File: src/rtl/pico_controller_tx.sv
// Controller-side PICO transmitter: shifts an address byte plus N data bytes out MSB first
// on sclk/serial_out, then holds a low gap. Optional POCI readback capture under POCI_CAPTURE_EN.
module pico_controller_tx #(
    parameter int CLK_DIV    = 2,
    parameter int GAP_CYCLES = 10,
    parameter int NB_W       = 4
) (
    input  logic            iclk,
    input  logic            rst,
    input  logic            start,
    input  logic [7:0]      addr,
    input  logic [NB_W-1:0] nbytes,
    input  logic [7:0]      tx_data,
    input  logic            tx_valid,
    output logic            tx_ready,
    output logic            sclk,
    output logic            serial_out,
    input  logic            poci,
    output logic [7:0]      rx_data,
    output logic            rx_valid,
    output logic            busy,
    output logic            done,
    output logic            err
);

    typedef enum logic [1:0] {
        IDLE = 2'd0,
        LOW  = 2'd1,
        HIGH = 2'd2,
        GAP  = 2'd3
    } state_t;

    // One counter times both the sclk half-periods and the trailing gap.
    localparam int CNT_MAX = (GAP_CYCLES > CLK_DIV) ? GAP_CYCLES : CLK_DIV;
    localparam int CNT_W   = $clog2(CNT_MAX + 1);
    localparam logic [CNT_W-1:0] PHASE_END = CNT_W'(CLK_DIV - 1);
    localparam logic [CNT_W-1:0] GAP_END   = CNT_W'(GAP_CYCLES - 1);

    state_t          state_reg, state_next;
    logic [CNT_W-1:0] cnt_reg, cnt_next;
    logic [2:0]      bit_idx_reg, bit_idx_next;
    logic [NB_W-1:0] bytes_left_reg, bytes_left_next;
    logic [7:0]      byte_reg, byte_next;
    logic            abort_reg, abort_next;
    logic            err_reg, err_next;

    logic phase_end;
    logic gap_end;
    logic more_bytes;
    logic last_bit_cycle;
    logic accept;

    assign phase_end      = (cnt_reg == PHASE_END);
    assign gap_end        = (cnt_reg == GAP_END);
    assign more_bytes     = (bytes_left_reg != '0);
    assign last_bit_cycle = (state_reg == HIGH) && phase_end && (bit_idx_reg == 3'd0);
    assign accept         = (state_reg == IDLE) && start && (addr != 8'h00);

    always_ff @(posedge iclk) begin
        if (rst) begin
            state_reg      <= IDLE;
            cnt_reg        <= '0;
            bit_idx_reg    <= 3'd0;
            bytes_left_reg <= '0;
            byte_reg       <= 8'h00;
            abort_reg      <= 1'b0;
            err_reg        <= 1'b0;
        end else begin
            state_reg      <= state_next;
            cnt_reg        <= cnt_next;
            bit_idx_reg    <= bit_idx_next;
            bytes_left_reg <= bytes_left_next;
            byte_reg       <= byte_next;
            abort_reg      <= abort_next;
            err_reg        <= err_next;
        end
    end

    always_comb begin
        state_next      = state_reg;
        cnt_next        = cnt_reg;
        bit_idx_next    = bit_idx_reg;
        bytes_left_next = bytes_left_reg;
        byte_next       = byte_reg;
        abort_next      = abort_reg;
        err_next        = 1'b0;
        case (state_reg)
            IDLE: begin
                if (accept) begin
                    state_next      = LOW;
                    cnt_next        = '0;
                    bit_idx_next    = 3'd7;
                    bytes_left_next = nbytes;
                    byte_next       = addr;
                    abort_next      = 1'b0;
                end else if (start) begin
                    // Address 0 means "no address" to the peripheral.
                    err_next = 1'b1;
                end
            end
            LOW: begin
                if (phase_end) begin
                    state_next = HIGH;
                    cnt_next   = '0;
                end else begin
                    cnt_next = cnt_reg + 1'b1;
                end
            end
            HIGH: begin
                if (phase_end) begin
                    cnt_next = '0;
                    if (bit_idx_reg != 3'd0) begin
                        bit_idx_next = bit_idx_reg - 1'b1;
                        state_next   = LOW;
                    end else if (more_bytes) begin
                        if (tx_valid) begin
                            byte_next       = tx_data;
                            bytes_left_next = bytes_left_reg - 1'b1;
                            bit_idx_next    = 3'd7;
                            state_next      = LOW;
                        end else begin
                            // Underrun: still run the gap so the peripheral resets.
                            abort_next = 1'b1;
                            err_next   = 1'b1;
                            state_next = GAP;
                        end
                    end else begin
                        state_next = GAP;
                    end
                end else begin
                    cnt_next = cnt_reg + 1'b1;
                end
            end
            GAP: begin
                if (gap_end) begin
                    state_next = IDLE;
                    cnt_next   = '0;
                end else begin
                    cnt_next = cnt_reg + 1'b1;
                end
            end
            default: begin
                state_next = IDLE;
            end
        endcase
    end

    assign sclk       = (state_reg == HIGH);
    assign serial_out = ((state_reg == LOW) || (state_reg == HIGH)) && byte_reg[bit_idx_reg];
    assign busy       = (state_reg != IDLE);
    assign tx_ready   = last_bit_cycle && more_bytes;
    assign done       = (state_reg == GAP) && gap_end && !abort_reg;
    assign err        = err_reg;

`ifdef POCI_CAPTURE_EN
    logic [7:0] rx_shift_reg;
    logic [7:0] rx_shift_next;
    logic [7:0] rx_data_reg;
    logic       rx_valid_reg;
    logic       first_high;

    // With CLK_DIV=1 the sample and the byte hand-off share a cycle, so hand off the shifted value.
    assign first_high    = (state_reg == HIGH) && (cnt_reg == '0);
    assign rx_shift_next = first_high ? {rx_shift_reg[6:0], poci} : rx_shift_reg;

    always_ff @(posedge iclk) begin
        if (rst) begin
            rx_shift_reg <= 8'h00;
            rx_data_reg  <= 8'h00;
            rx_valid_reg <= 1'b0;
        end else begin
            rx_valid_reg <= 1'b0;
            if (accept) begin
                rx_shift_reg <= 8'h00;
            end else begin
                rx_shift_reg <= rx_shift_next;
            end
            if (last_bit_cycle) begin
                rx_data_reg  <= rx_shift_next;
                rx_valid_reg <= 1'b1;
            end
        end
    end

    assign rx_data  = rx_data_reg;
    assign rx_valid = rx_valid_reg;
`else
    logic unused_poci;

    assign unused_poci = poci;
    assign rx_data     = 8'h00;
    assign rx_valid    = 1'b0;
`endif

endmodule

File: config.mk
export PLATFORM = sky130hd
export DESIGN_NAME = pico_controller_tx
export DESIGN_NICKNAME = d
export VERILOG_FILES = /design/src/rtl/pico_controller_tx.sv
export SDC_FILE = /design/constraint.sdc
export NUM_CORES = 1
export LEC_CHECK = 0
export BUFFER_PORTS_ARGS = -buffer_cell sky130_fd_sc_hd__clkbuf_2
export CELL_PAD_IN_SITES_DETAIL_PLACEMENT = 0
export CELL_PAD_IN_SITES_GLOBAL_PLACEMENT = 1
export CORE_MARGIN = 2
export CORE_UTILIZATION = 30
export DETAILED_ROUTE_END_ITERATION = 12
export GPL_ROUTABILITY_DRIVEN = 0
export PLACE_DENSITY_LB_ADDON = 0.08
export SYNTH_ARGS = -nofsm -noshare
export SYNTH_HDL_FRONTEND = slang
export SYNTH_SLANG_ARGS = --single-unit
File: constraint.sdc
create_clock -name iclk -period 2.45 [get_ports iclk]
set_input_delay 0.1225 -clock iclk [delete_from_list [all_inputs] [get_ports iclk]]
set_output_delay 0.1225 -clock iclk [all_outputs]
set_load 0.03 [all_outputs]
==> qor_table.md, run 1 <==
| Quantity | This run | Unit |
| --- | --- | --- |
| Max-capacitance violation count | 0 | - |
| Core Util, Final | 35.0 | % |
| EDFF count, synth | 0 | - |
| Top-level I/O count | 40 | - |
| Final Routed Wirelength | 3660 | um |
| Yosys synthesis warning count | 0 | - |
| Critical-path maximum fanout | 21 | - |
| Largest net degree at the start of global routing | 25 | - |
| Clock Skews | 7.16 | ps |
| Max clock buf depth | 2 | - |
| Sequential share of power | 31.4 | % |
| Kind of start point of the critical path | flop | - |
| Number of buffers created by CTS | 3 | - |
| Fraction of layout cells with a size suffix above 1 | 29.4 | % |
| PostCTS Resize Cnt | 0 | - |
| Total number of H-tree levels | 1 | - |
| Hold/Removal Path Class | primary input to flop | - |
| Final cell area excluding filler cells | 0.00179 | mm^2 |
| Initial antenna violation count | 0 | - |
| Hold-critical path depth | 3 | - |
| Worst-case reg-to-reg path depth | 8 | - |
| Type of the setup path with the least slack | flop to flop | - |
| Reg-to-Reg Start | state_reg[0]$_SDFFE_PP0P_ | - |
| Post-Synthesis Cells | 173 | - |
| Run status | completed | - |
| Register area share after synthesis | 29.0 | % |
| Post-route DRC | 0 | - |
| Setup repair after global routing missed its margin | false | - |
| Placed cell areas | 0.00174 | mm^2 |
| First-iteration detailed-routing DRC count | 46 | - |
| Proportion of synthesized flip-flops having asynchronous set or reset | 0 | % |
| Kind of end point of the critical path | flop | - |
| Hold-fix buffer count after cts | 0 | - |
| Antenna Cells | 0 | - |
| Initial core utilization | 31.1 | % |
| Shortest clock period the worst path allows after layout | 2060 | ps |
| Final hold vios | 0 | - |
| Wire length of the first global-routing pass | 6160 | um |
| Y dimension of the die | 76.8 | um |
| Number of flip-flops under the largest register name | 8 | - |
| Worst-case hold slack | 156 | ps |
| Area grow syn2layout | 12.3 | % |
| Via count | 1,313 | - |
| Achievable clock frequency | 486 | MHz |
| Router iterations before antenna repair | 4 | - |
| CTS tree | done | - |
| Most common cell after layout, fill and taps aside | sky130_fd_sc_hd__clkbuf_2 | - |
| Total power density per cell area | 1120 | mW/mm^2 |
| Overall die area | 0.00590 | mm^2 |
| Final setup slack of the worst path | 391 | ps |
| Relative slew slack | 55.5 | % |
| Switching component of the power | 915 | uW |
| Arrival @ worst endpoint | 2250 | ps |
| Number of nets in the final layout | 237 | - |
| Count of buffers from port buffering | 29 | - |
| Clock Latency Late Sink | 280 | ps |
| Final total negative setup slack | 0 | ps |
| Library cell used as clock root buffer | sky130_fd_sc_hd__clkbuf_8 | - |
| Switching share of power | 45.9 | % |
| Worst setup path startpoint | state_reg[0]$_SDFFE_PP0P_ | - |
| Final max-slew violation count | 0 | - |
| Number of clock sinks seen by CTS | 23 | - |
| Total number of placement rows | 26 | - |
| Data required time of the worst path | 2640 | ps |
| Core area | 0.00511 | mm^2 |
| Synthesized cell area | 0.00159 | mm^2 |
| Tcrit/Tclk final | 84.0 | % |
| Half-perimeter wire length after placement | 2790 | um |
| Vias in the first global route | 1,294 | - |
| Static leakage power | 0.732 | nW |
| FF+latch count, synth | 23 | - |
| Primary flip-flop cell chosen by synthesis mapping | sky130_fd_sc_hd__dfxtp_1 | - |
| Clock transition at path regs | 100 | ps |
| Highest ir drop seen on vdd | 0.000333 | V |
| Post-synthesis cell type count | 49 | - |
| Die width | 76.8 | um |
| Number of setup buffers added after CTS | 0 | - |
| Overall overflow remaining after global route | 0 | - |
| Setup-violating endpoint count in the final report | 0 | - |
| Tot GR Track Use | 13.0 | % |
| Avg Synthesized Cell Area | 9.19 | um^2 |
| Least-Margin Pin Slew | 668 | ps |
| Logic pwr share | 55.6 | % |
| Setup slack at placement | 416 | ps |
| Cell internal power dissipation | 1.08 | mW |
| WL/cell | 13.5 | um |
| Highest-count cells in the layout ignoring fill and taps | 29 x sky130_fd_sc_hd__clkbuf_2, 23 x sky130_fd_sc_hd__nor2_1, 23 x sky130_fd_sc_hd__dfxtp_1, 12 x sky130_fd_sc_hd__inv_1, 12 x sky130_fd_sc_hd__a211oi_2 | - |
| Startpoint of the lowest-slack hold path | nbytes[0] | - |
| Post-route antenna net violation count | 0 | - |
| Clk pwr share | 13.0 | % |
| Ratio of routed vias to standard cells | 4.85 | - |
[cell type report]
class	instances	area (um^2)
Tap cell	70	87.6
Sequential cell	23	460
Timing Repair Buffer	33	175
Clock buffer	3	41.3
Clock inverter	1	5.00
Multi-Input combinational cell	129	971
Fill cell	564	3320
Inverter	12	45.0
[cells in the mapped netlist (2+ instances only)]
cell type                  number  area (um^2)
sky130_fd_sc_hd__inv_1         12         45.0
sky130_fd_sc_hd__buf_6          4         45.0
sky130_fd_sc_hd__dfxtp_1       23          460
sky130_fd_sc_hd__a31oi_1        2         12.5
sky130_fd_sc_hd__a21oi_1       11         55.1
sky130_fd_sc_hd__mux2i_1        9         90.1
sky130_fd_sc_hd__or4_4          2         22.5
sky130_fd_sc_hd__o211ai_1       2         15.0
sky130_fd_sc_hd__a211oi_1       2         15.0
sky130_fd_sc_hd__buf_4          9         67.6
sky130_fd_sc_hd__nor3_1         4         20.0
sky130_fd_sc_hd__clkbuf_1       2         7.51
sky130_fd_sc_hd__a211oi_2      12          150
sky130_fd_sc_hd__o21ai_0        3         15.0
sky130_fd_sc_hd__nand2_1        8         30.0
sky130_fd_sc_hd__o21ai_1        2         10.0
sky130_fd_sc_hd__nor2b_1        2         12.5
sky130_fd_sc_hd__nor2_1        23         86.3
sky130_fd_sc_hd__mux4_2         2         45.0
sky130_fd_sc_hd__ha_1          10          125
[power by group through the flow]
stage	clock network [mW]	registers (mW)	logic (mW)
6_report	0.259	0.625	1.11
5_1_grt	0.281	0.652	1.24
2_1_floorplan	0	0.600	0.970
4_1_cts	0.263	0.630	1.12
3_5_place_dp	0	0.637	1.11
3_3_place_gp	0	0.636	1.09
[logic make-up (layout without fill, tap and decap cells)]
logic type / after synthesis / count (layout) / synth area share, %
compound gates: 45 / 45 / 24.1
fa+ha+maj: 10 / 10 / 7.87
buf+inv: 29 / 49 / 11.9
flops: 23 / 23 / 29.0
mux: 13 / 13 / 9.91
other cells: 1 / 9 / 0.236
simple gates: 52 / 52 / 17.1
[path summary, 6_finish.rpt]
kind / endpoint / slack, ps
hold reg to reg: bytes_left_reg[2]$_SDFFE_PP0P_ / 520
setup / recovery: byte_reg[1]$_SDFFE_PP0P_ / 390
hold / removal: bytes_left_reg[0]$_SDFFE_PP0P_ / 160
setup reg to reg: byte_reg[1]$_SDFFE_PP0P_ / 390
[metrics by stage]
step | power [mW] | cells
floorplan | 1.57 | 181
global placement | 1.73 | 267
detailed placement | 1.74 | 267
CTS | 2.01 | 271
global route | 2.17 | 271
finish | 1.99 | 271
[worst max-delay path, stage by stage (launching register included)]
cell and delay [ps]:
sky130_fd_sc_hd__dfxtp_1 430, sky130_fd_sc_hd__inv_1 110, sky130_fd_sc_hd__ha_1 260, sky130_fd_sc_hd__inv_1 190
sky130_fd_sc_hd__nor2_1 140, sky130_fd_sc_hd__a211oi_2 240, sky130_fd_sc_hd__buf_4 310, sky130_fd_sc_hd__nor2_1 90
sky130_fd_sc_hd__a211oi_2 190
[metal layers]
| metal | up-vias | share of wire [%] | track usage [%] |
|---|---|---|---|
| li1 | 661 | - | - |
| met1 | 615 | 48 | 16.4 |
| met2 | 33 | 47 | 22.0 |
| met3 | 4 | 3.8 | 2.59 |
| met4 | 0 | 1.1 | 4.36 |
| met5 | - | 0 | 0 |
(Power assumes the default switching activity.)
==> run 2, diff against run 1 <==
--- a/config.mk
+++ b/config.mk
@@ -5,6 +5,7 @@
 export SDC_FILE = /design/constraint.sdc
 export NUM_CORES = 1
 export LEC_CHECK = 0
+export ABC_AREA = 1
 export BUFFER_PORTS_ARGS = -buffer_cell sky130_fd_sc_hd__clkbuf_2
 export CELL_PAD_IN_SITES_DETAIL_PLACEMENT = 0
 export CELL_PAD_IN_SITES_GLOBAL_PLACEMENT = 1
==> constraint.sdc (replaced) <==
create_clock -name iclk -period 1.8 [get_ports iclk]
set_input_delay 0.09 -clock iclk [delete_from_list [all_inputs] [get_ports iclk]]
set_output_delay 0.09 -clock iclk [all_outputs]
set_load 0.03 [all_outputs]
==> qor_table.md, run 2 <==
| Quantity | This run | Unit | vs previous |
| --- | --- | --- | --- |
| Max clock buf depth | 2 | - | unchanged |
| Top area cells in the synthesized netlist | sky130_fd_sc_hd__dfxtp_1 27%, sky130_fd_sc_hd__nand2_1 15%, sky130_fd_sc_hd__nor2_1 9.9% | - | was sky130_fd_sc_hd__dfxtp_1 29%, sky130_fd_sc_hd__a211oi_2 9.4%, sky130_fd_sc_hd__ha_1 7.9% |
| Switching share of power | 49.3 | % | was 45.9% |
| Number of clock sinks seen by CTS | 23 | - | unchanged |
| Overall die area | 0.00629 | mm^2 | was 0.00590 mm^2 |
| Cells along the critical path | inv_2, ha_4, buf_12, inv_4, nor4_4, clkbuf_8 | - | was inv_1, ha_1, inv_1, nor2_1, a211oi_2, buf_4, nor2_1, a211oi_2 |
| Total number of placement rows | 27 | - | was 26 |
| Share of the synthesized area in the top cell type | 27.1 | % | was 29.0% |
| Highest ir drop seen on vdd | 0.000524 | V | was 0.000333 V |
| Logic pwr share | 65.4 | % | was 55.6% |
| Final hold vios | 0 | - | unchanged |
| Number of non-filler instances in the completed layout | 384 | - | was 271 |
| Most numerous cell types in the synthesized netlist | 70 x sky130_fd_sc_hd__nand2_1, 45 x sky130_fd_sc_hd__nor2_1, 33 x sky130_fd_sc_hd__inv_1 | - | was 23 x sky130_fd_sc_hd__dfxtp_1, 23 x sky130_fd_sc_hd__nor2_1, 12 x sky130_fd_sc_hd__a211oi_2, 12 x sky130_fd_sc_hd__inv_1, 11 x sky130_fd_sc_hd__a21oi_1 |
| Register area share after synthesis | 27.1 | % | was 29.0% |
| First-iteration detailed-routing DRC count | 71 | - | was 46 |
| Fraction of layout cells with a size suffix above 1 | 24.7 | % | was 29.4% |
| Die width | 79.3 | um | was 76.8 um |
| Number of nets in the final layout | 348 | - | was 237 |
| EDFF count, synth | 0 | - | unchanged |
| Post-synthesis cell type count | 30 | - | was 49 |
| Max-capacitance violation count | 0 | - | unchanged |
| Static leakage power | 1.08 | nW | was 0.732 nW |
| Kind of end point of the critical path | output pin | - | was flop |
| CTS tree | done | - | unchanged |
| Met3 wire length | 209 | um | was 139 um |
| Achievable clock frequency | 590 | MHz |  |
| Final max-slew violation count | 0 | - | unchanged |
| Via count | 1,645 | - | was 1,313 |
| Clk pwr share | 10.6 | % | was 13.0% |
| Synthesized cell area | 0.00170 | mm^2 | was 0.00159 mm^2 |
| Final Routed Wirelength | 4350 | um | was 3660 um |
| Count of buffers from port buffering | 29 | - | unchanged |
| Primary flip-flop cell chosen by synthesis mapping | sky130_fd_sc_hd__dfxtp_1 | - | unchanged |
| Switching component of the power | 1.62 | mW | was 915 uW |
| Cell internal power dissipation | 1.66 | mW | was 1.08 mW |
| Post-route antenna net violation count | 0 | - | unchanged |
| Half-perimeter wire length after placement | 3250 | um | was 2790 um |
| Proportion of synthesized flip-flops having asynchronous set or reset | 0 | % | unchanged |
| Avg Synthesized Cell Area | 6.33 | um^2 | was 9.19 um^2 |
| Area grow syn2layout | 23.5 | % | was 12.3% |
| Initial core utilization | 30.9 | % | was 31.1% |
| Largest net degree at the start of global routing | 23 | - | was 25 |
| Kind of start point of the critical path | flop | - | unchanged |
| Overall overflow remaining after global route | 0 | - | unchanged |
| Cells after DPL | 379 | - | was 267 |
| Run status | completed | - | unchanged |
| Library cell used as clock root buffer | sky130_fd_sc_hd__clkbuf_8 | - | unchanged |
| Shortest clock period the worst path allows after layout | 1690 | ps |  |
| Largest area contributor in the synthesized netlist | sky130_fd_sc_hd__dfxtp_1 | - | unchanged |
| Vias in the first global route | 1,573 | - | was 1,294 |
| Clock Latency Late Sink | 270 | ps | was 280 ps |
| Post-route DRC | 0 | - | unchanged |
| Y dimension of the die | 79.3 | um | was 76.8 um |
| Total power density per cell area | 1560 | mW/mm^2 | was 1120 mW/mm^2 |
| Tcrit/Tclk final | 94.1 | % |  |
| FF+latch count, synth | 23 | - | unchanged |
| Core area | 0.00551 | mm^2 | was 0.00511 mm^2 |
| Total length of routed met2 wires | 1950 | um | was 1720 um |
| Critical-path maximum fanout | 13 | - | was 21 |
| Number of flip-flops under the largest register name | 8 | - | unchanged |
| Post-Synthesis Cells | 269 | - | was 173 |
| Clock Skews | 1.95 | ps | was 7.16 ps |
| Highest signal layer in the routed design | met4 | - | unchanged |
| Number of buffers created by CTS | 3 | - | unchanged |
| Antenna Cells | 0 | - | unchanged |
| Data required time of the worst path | 1710 | ps | was 2640 ps |
| Yosys synthesis warning count | 0 | - | unchanged |
| Wire length of the first global-routing pass | 7250 | um | was 6160 um |
| Final total negative setup slack | 0 | ps | unchanged |
| Setup repair after global routing missed its margin | true | - | was false |
| Most common cell after layout, fill and taps aside | sky130_fd_sc_hd__nand2_1 | - | was sky130_fd_sc_hd__clkbuf_2 |
| Setup-violating endpoint count in the final report | 0 | - | unchanged |
| Sequential share of power | 24.0 | % | was 31.4% |
| Top-level I/O count | 40 | - | unchanged |
| Tot GR Track Use | 14.8 | % | was 13.0% |
| Type of the setup path with the least slack | flop to output pin | - | was flop to flop |
| WL/cell | 11.3 | um | was 13.5 um |
| Hold-fix buffer count after cts | 0 | - | unchanged |
| Total number of H-tree levels | 1 | - | unchanged |
| Initial antenna violation count | 0 | - | unchanged |
| Dominant cell by count in the synthesized netlist | sky130_fd_sc_hd__nand2_1 | - |  |
| Hold/Removal Path Class | primary input to flop | - | unchanged |
| Wire length the detailed router placed on met1 | 2130 | um | was 1760 um |
| Arrival @ worst endpoint | 1600 | ps | was 2250 ps |
| Delay of the slowest cell on the worst path | 330 | ps | was 430 ps |
| Ratio of routed vias to standard cells | 4.28 | - | was 4.85 |
| Highest-count cells in the layout ignoring fill and taps | 70 x sky130_fd_sc_hd__nand2_1, 44 x sky130_fd_sc_hd__nor2_1, 32 x sky130_fd_sc_hd__inv_1, 27 x sky130_fd_sc_hd__clkbuf_2, 21 x sky130_fd_sc_hd__dfxtp_1 | - | was 29 x sky130_fd_sc_hd__clkbuf_2, 23 x sky130_fd_sc_hd__nor2_1, 23 x sky130_fd_sc_hd__dfxtp_1, 12 x sky130_fd_sc_hd__inv_1, 12 x sky130_fd_sc_hd__a211oi_2 |
| Worst path slowest cell | sky130_fd_sc_hd__dfxtp_1 | - | unchanged |
| Router iterations before antenna repair | 5 | - | was 4 |
| Clock transition at path regs | 90 | ps | was 100 ps |
## run 2: logic make-up after synthesis
family                     Yosys count  share of synthesized area, %
DFF                                 23                          27.1
other                                1                         0.220
AOI/OAI and AO/OA                   31                          9.71
xor gates and xnor gates             3                          1.54
and+or+nand+nor                    147                          37.9
adders and majority gates           10                          7.35
buffers and inverters               54                          16.2
## run 2: power by group through the flow
stage / logic, mW / registers, mW / clock network [mW]
6_report: 2.14 / 0.788 / 0.346
5_1_grt: 2.47 / 0.811 / 0.391
4_1_cts: 2.07 / 0.784 / 0.365
3_5_place_dp: 2.03 / 0.789 / 0
3_3_place_gp: 2.04 / 0.791 / 0
2_1_floorplan: 1.55 / 0.772 / 0
## run 2: layout make-up
type / count / area (um^2)
Inverter: 38 / 145
Timing Repair Buffer: 46 / 297
Clock buffer: 4 / 45.0
Fill cell: 635 / 3410
Tap cell: 72 / 90.1
Multi-Input combinational cell: 201 / 1060
Sequential cell: 23 / 463
## run 2: routing by layer
metal  up-vias  GRT usage [%]
li1        898              -
met1       704           19.7
met2        38           24.1
met3         5           2.50
met4         0           5.17
met5         -              0
## run 2: through the flow
step	setup WS, ps	hold slack [ps]	power, mW	area (um^2)	utilization (%)
after floorplan	8.40	159	2.32	1750	-
after global placement	75.7	371	2.83	1990	36.2
after detailed placement	70.2	374	2.82	1990	36.2
after CTS	31.6	74.2	3.21	2060	37.4
after global routing	-40.6	82.8	3.67	2100	38.2
final	106	84.1	3.28	2100	38.2
## run 2: path summary, 6_finish.rpt
| check | slack [ps] | end | from | cells past startpoint |
|---|---|---|---|---|
| setup / recovery | 110 | tx_ready | state_reg[0]$_SDFFE_PP0P_ | 6 |
| hold / removal | 80 | err$_SDFF_PP0_ | start | 3 |
| setup reg to reg | 120 | state_reg[1]$_SDFFE_PP0P_ | state_reg[0]$_SDFFE_PP0P_ | 10 |
| hold reg to reg | 490 | cnt_reg[3]$_SDFFE_PP0P_ | cnt_reg[3]$_SDFFE_PP0P_ | 2 |
## run 2: timing repair
| action | CTS | global route |
|---|---|---|
| endpoints found under the setup margin | 1 | 20 |
| buffers inserted | 1 | 0 |
| pin swaps | 1 | 2 |
| resized for setup | 5 | 10 |
| cloned | 0 | 1 |
## run 2: critical path, delay by kind of cell (launching register included)
family,cells,cell delay (ps)
fa+ha+maj,1,160
buf+inv,4,530
flops,1,330
simple gates,1,310
==> run 3, diff against run 2 <==
--- a/config.mk
+++ b/config.mk
@@ -7,6 +7,7 @@
 export LEC_CHECK = 0
 export ABC_AREA = 1
 export BUFFER_PORTS_ARGS = -buffer_cell sky130_fd_sc_hd__clkbuf_2
+export CAP_MARGIN = 10
 export CELL_PAD_IN_SITES_DETAIL_PLACEMENT = 0
 export CELL_PAD_IN_SITES_GLOBAL_PLACEMENT = 1
 export CORE_MARGIN = 2
==> constraint.sdc (replaced) <==
create_clock -name iclk -period 1.6 [get_ports iclk]
set_input_delay 0.08 -clock iclk [delete_from_list [all_inputs] [get_ports iclk]]
set_output_delay 0.08 -clock iclk [all_outputs]
set_load 0.03 [all_outputs]
==> qor_table.md, run 3 (synthesized netlist as in run 2, its figures left out) <==
| Quantity | This run | Unit | vs previous |
| --- | --- | --- | --- |
| Shortest clock period the worst path allows after layout | 1630 | ps |  |
| Initial core utilization | 30.9 | % | unchanged |
| Y dimension of the die | 79.3 | um | unchanged |
| Overall overflow remaining after global route | 0 | - | unchanged |
| Cells along the critical path | inv_2, ha_4, nand3_4, buf_6, nor4_4, clkbuf_8 | - | was inv_2, ha_4, buf_12, inv_4, nor4_4, clkbuf_8 |
| Data required time of the worst path | 1520 | ps | was 1710 ps |
| Type of the setup path with the least slack | flop to output pin | - | unchanged |
| Clock Skews | 1.36 | ps | was 1.95 ps |
| Total number of placement rows | 27 | - | unchanged |
| Router iterations before antenna repair | 4 | - | was 5 |
| First-iteration detailed-routing DRC count | 72 | - | was 71 |
| Delay of the slowest cell on the worst path | 330 | ps | about the same |
| Most common cell after layout, fill and taps aside | sky130_fd_sc_hd__nand2_1 | - | unchanged |
| Worst path slowest cell | sky130_fd_sc_hd__dfxtp_2 | - | was sky130_fd_sc_hd__dfxtp_1 |
| Kind of end point of the critical path | output pin | - | unchanged |
| Half-perimeter wire length after placement | 3460 | um | was 3250 um |
| Arrival @ worst endpoint | 1550 | ps | was 1600 ps |
| Total number of H-tree levels | 1 | - | unchanged |
| Number of nets in the final layout | 378 | - | was 348 |
| Sequential share of power | 19.2 | % | was 24.0% |
| Number of non-filler instances in the completed layout | 414 | - | was 384 |
| Achievable clock frequency | 615 | MHz |  |
| Violated checks | negative setup slack | - |  |
| Switching share of power | 47.8 | % | was 49.3% |
| Cell internal power dissipation | 2.44 | mW | was 1.66 mW |
| Final Routed Wirelength | 4810 | um | was 4350 um |
| Via count | 1,786 | - | was 1,645 |
| Final hold vios | 0 | - | unchanged |
| Logic pwr share | 72.6 | % | was 65.4% |
| Max clock buf depth | 2 | - | unchanged |
| Clock Latency Late Sink | 270 | ps | about the same |
| Highest-count cells in the layout ignoring fill and taps | 57 x sky130_fd_sc_hd__nand2_1, 36 x sky130_fd_sc_hd__buf_4, 35 x sky130_fd_sc_hd__nor2_1, 27 x sky130_fd_sc_hd__inv_1, 26 x sky130_fd_sc_hd__clkbuf_2 | - | was 70 x sky130_fd_sc_hd__nand2_1, 44 x sky130_fd_sc_hd__nor2_1, 32 x sky130_fd_sc_hd__inv_1, 27 x sky130_fd_sc_hd__clkbuf_2, 21 x sky130_fd_sc_hd__dfxtp_1 |
| Clk pwr share | 8.2 | % | was 10.6% |
| Vias in the first global route | 1,721 | - | was 1,573 |
| Post-route antenna net violation count | 0 | - | unchanged |
| Library cell used as clock root buffer | sky130_fd_sc_hd__clkbuf_8 | - | unchanged |
| Worst-case hold slack | 55.4 | ps | was 84.1 ps |
| Initial antenna violation count | 0 | - | unchanged |
| Top-level I/O count | 40 | - | unchanged |
| Hold/Removal Path Class | primary input to flop | - | unchanged |
| Tcrit/Tclk final | 102 | % |  |
| Setup repair after global routing missed its margin | true | - | unchanged |
| Max-capacitance violation count | 0 | - | unchanged |
| Final max-slew violation count | 0 | - | unchanged |
| Number of clock sinks seen by CTS | 23 | - | unchanged |
| Area grow syn2layout | 50.8 | % | was 23.5% |
| Setup-violating endpoint count in the final report | 1 | - | was 0 |
| Core area | 0.00551 | mm^2 | unchanged |
| Number of flip-flops under the largest register name | 8 | - | unchanged |
| Number of buffers created by CTS | 3 | - | unchanged |
| Switching component of the power | 2.24 | mW | was 1.62 mW |
| Largest net degree at the start of global routing | 13 | - | was 23 |
| Highest ir drop seen on vdd | 0.000588 | V | was 0.000524 V |
| Kind of start point of the critical path | flop | - | unchanged |
| Post-route DRC | 0 | - | unchanged |
| Final setup slack of the worst path | -26.4 | ps | was 106 ps |
| Run status | complete, but fails checks | - | was completed |
| Antenna Cells | 0 | - | unchanged |
| Ratio of routed vias to standard cells | 4.31 | - | was 4.28 |
| Final Total Pwr | 4.68 | mW | was 3.28 mW |
| Fill cell instance count of the final layout | 590 | - | was 635 |
| Critical-path maximum fanout | 3 | - | was 13 |
| Overall die area | 0.00629 | mm^2 | unchanged |
| Die width | 79.3 | um | unchanged |
| Clock transition at path regs | 90 | ps | about the same |
| CTS tree | done | - | unchanged |
| Tot GR Track Use | 16.5 | % | was 14.8% |
| Count of buffers from port buffering | 29 | - | unchanged |
| WL/cell | 11.6 | um | was 11.3 um |
| Final total negative setup slack | -26.4 | ps | was 0 ps |
| Fraction of layout cells with a size suffix above 1 | 43.0 | % | was 24.7% |
| Static leakage power | 1.28 | nW | was 1.08 nW |
| Total power density per cell area | 1820 | mW/mm^2 | was 1560 mW/mm^2 |
| Wire length of the first global-routing pass | 8060 | um | was 7250 um |
| Cells after DPL | 391 | - | was 379 |
## run 3: cell count changes in the layout (fill, tap and decap cells not counted), sizes merged
cell / previous run / this run
nand3: 15 / 17
clkbuf: 33 / 31
buf: 17 / 47
## run 3: worst paths after layout
path | start | to | slack (ps) | cells past startpoint
hold reg to reg | cnt_reg[3]$_SDFFE_PP0P_ | cnt_reg[3]$_SDFFE_PP0P_ | 480 | 2
hold / removal | rst | cnt_reg[1]$_SDFFE_PP0P_ | 60 | 2
setup reg to reg | state_reg[1]$_SDFFE_PP0P_ | byte_reg[1]$_SDFFE_PP0P_ | 20 | 10
setup / recovery | cnt_reg[1]$_SDFFE_PP0P_ | tx_ready | -30 | 6
## run 3: cell type report
cell class                      count  area, um^2  share of cell area, %
Tap cell                           72        90.1                   3.51
Sequential cell                    23         472                   18.4
Clock buffer                        4        45.0                   1.76
Multi-Input combinational cell    203        1260                   49.0
Inverter                           38         153                   5.95
Timing Repair Buffer               74         548                   21.4
## run 3: repair_timing
item	CTS	global route
endpoints found under the hold margin	0	0
gates resized for setup	32	51
pin swaps	10	24
hold buffers	0	0
setup endpoints to repair	18	22
gates cloned	3	0
buffers inserted	9	7
## run 3: through the flow
| step | worst slack (ps) | instance area, um^2 | util [%] |
|---|---|---|---|
| 6_report | -26.4 | 2570 | 46.6 |
| 5_1_grt | -124 | 2570 | 46.6 |
| 4_1_cts | -63.0 | 2350 | 42.7 |
| 3_5_place_dp | -70.1 | 2100 | 38.2 |
| 3_3_place_gp | -49.2 | 2100 | 38.2 |
| 2_1_floorplan | -36.4 | 1770 | - |
## run 3: power groups by stage
stage	clock network, mW	logic, mW	registers, mW
floorplan	0	1.77	0.874
global placement	0	2.47	0.879
detailed placement	0	2.46	0.875
CTS	0.402	3.03	0.876
global route	0.425	3.80	0.924
finish	0.385	3.40	0.897
## run 3: routing by layer
layer  GRT usage [%]  part of all wire (%)  vias to the layer above
met5               0                     0                        -
met4            5.52                   1.4                        0
met3            1.82                   3.5                        5
met2            28.9                    48                       33
met1            20.9                    47                      781
li1                -                     -                      967
## run 3: critical path, delay by kind of cell (launching register included)
| family | cells | cell delay (ps) |
|---|---|---|
| buffers and inverters | 3 | 410 |
| AND/OR/NAND/NOR | 2 | 390 |
| adder cells (fa/ha/maj) | 1 | 150 |
| flip-flops | 1 | 330 |
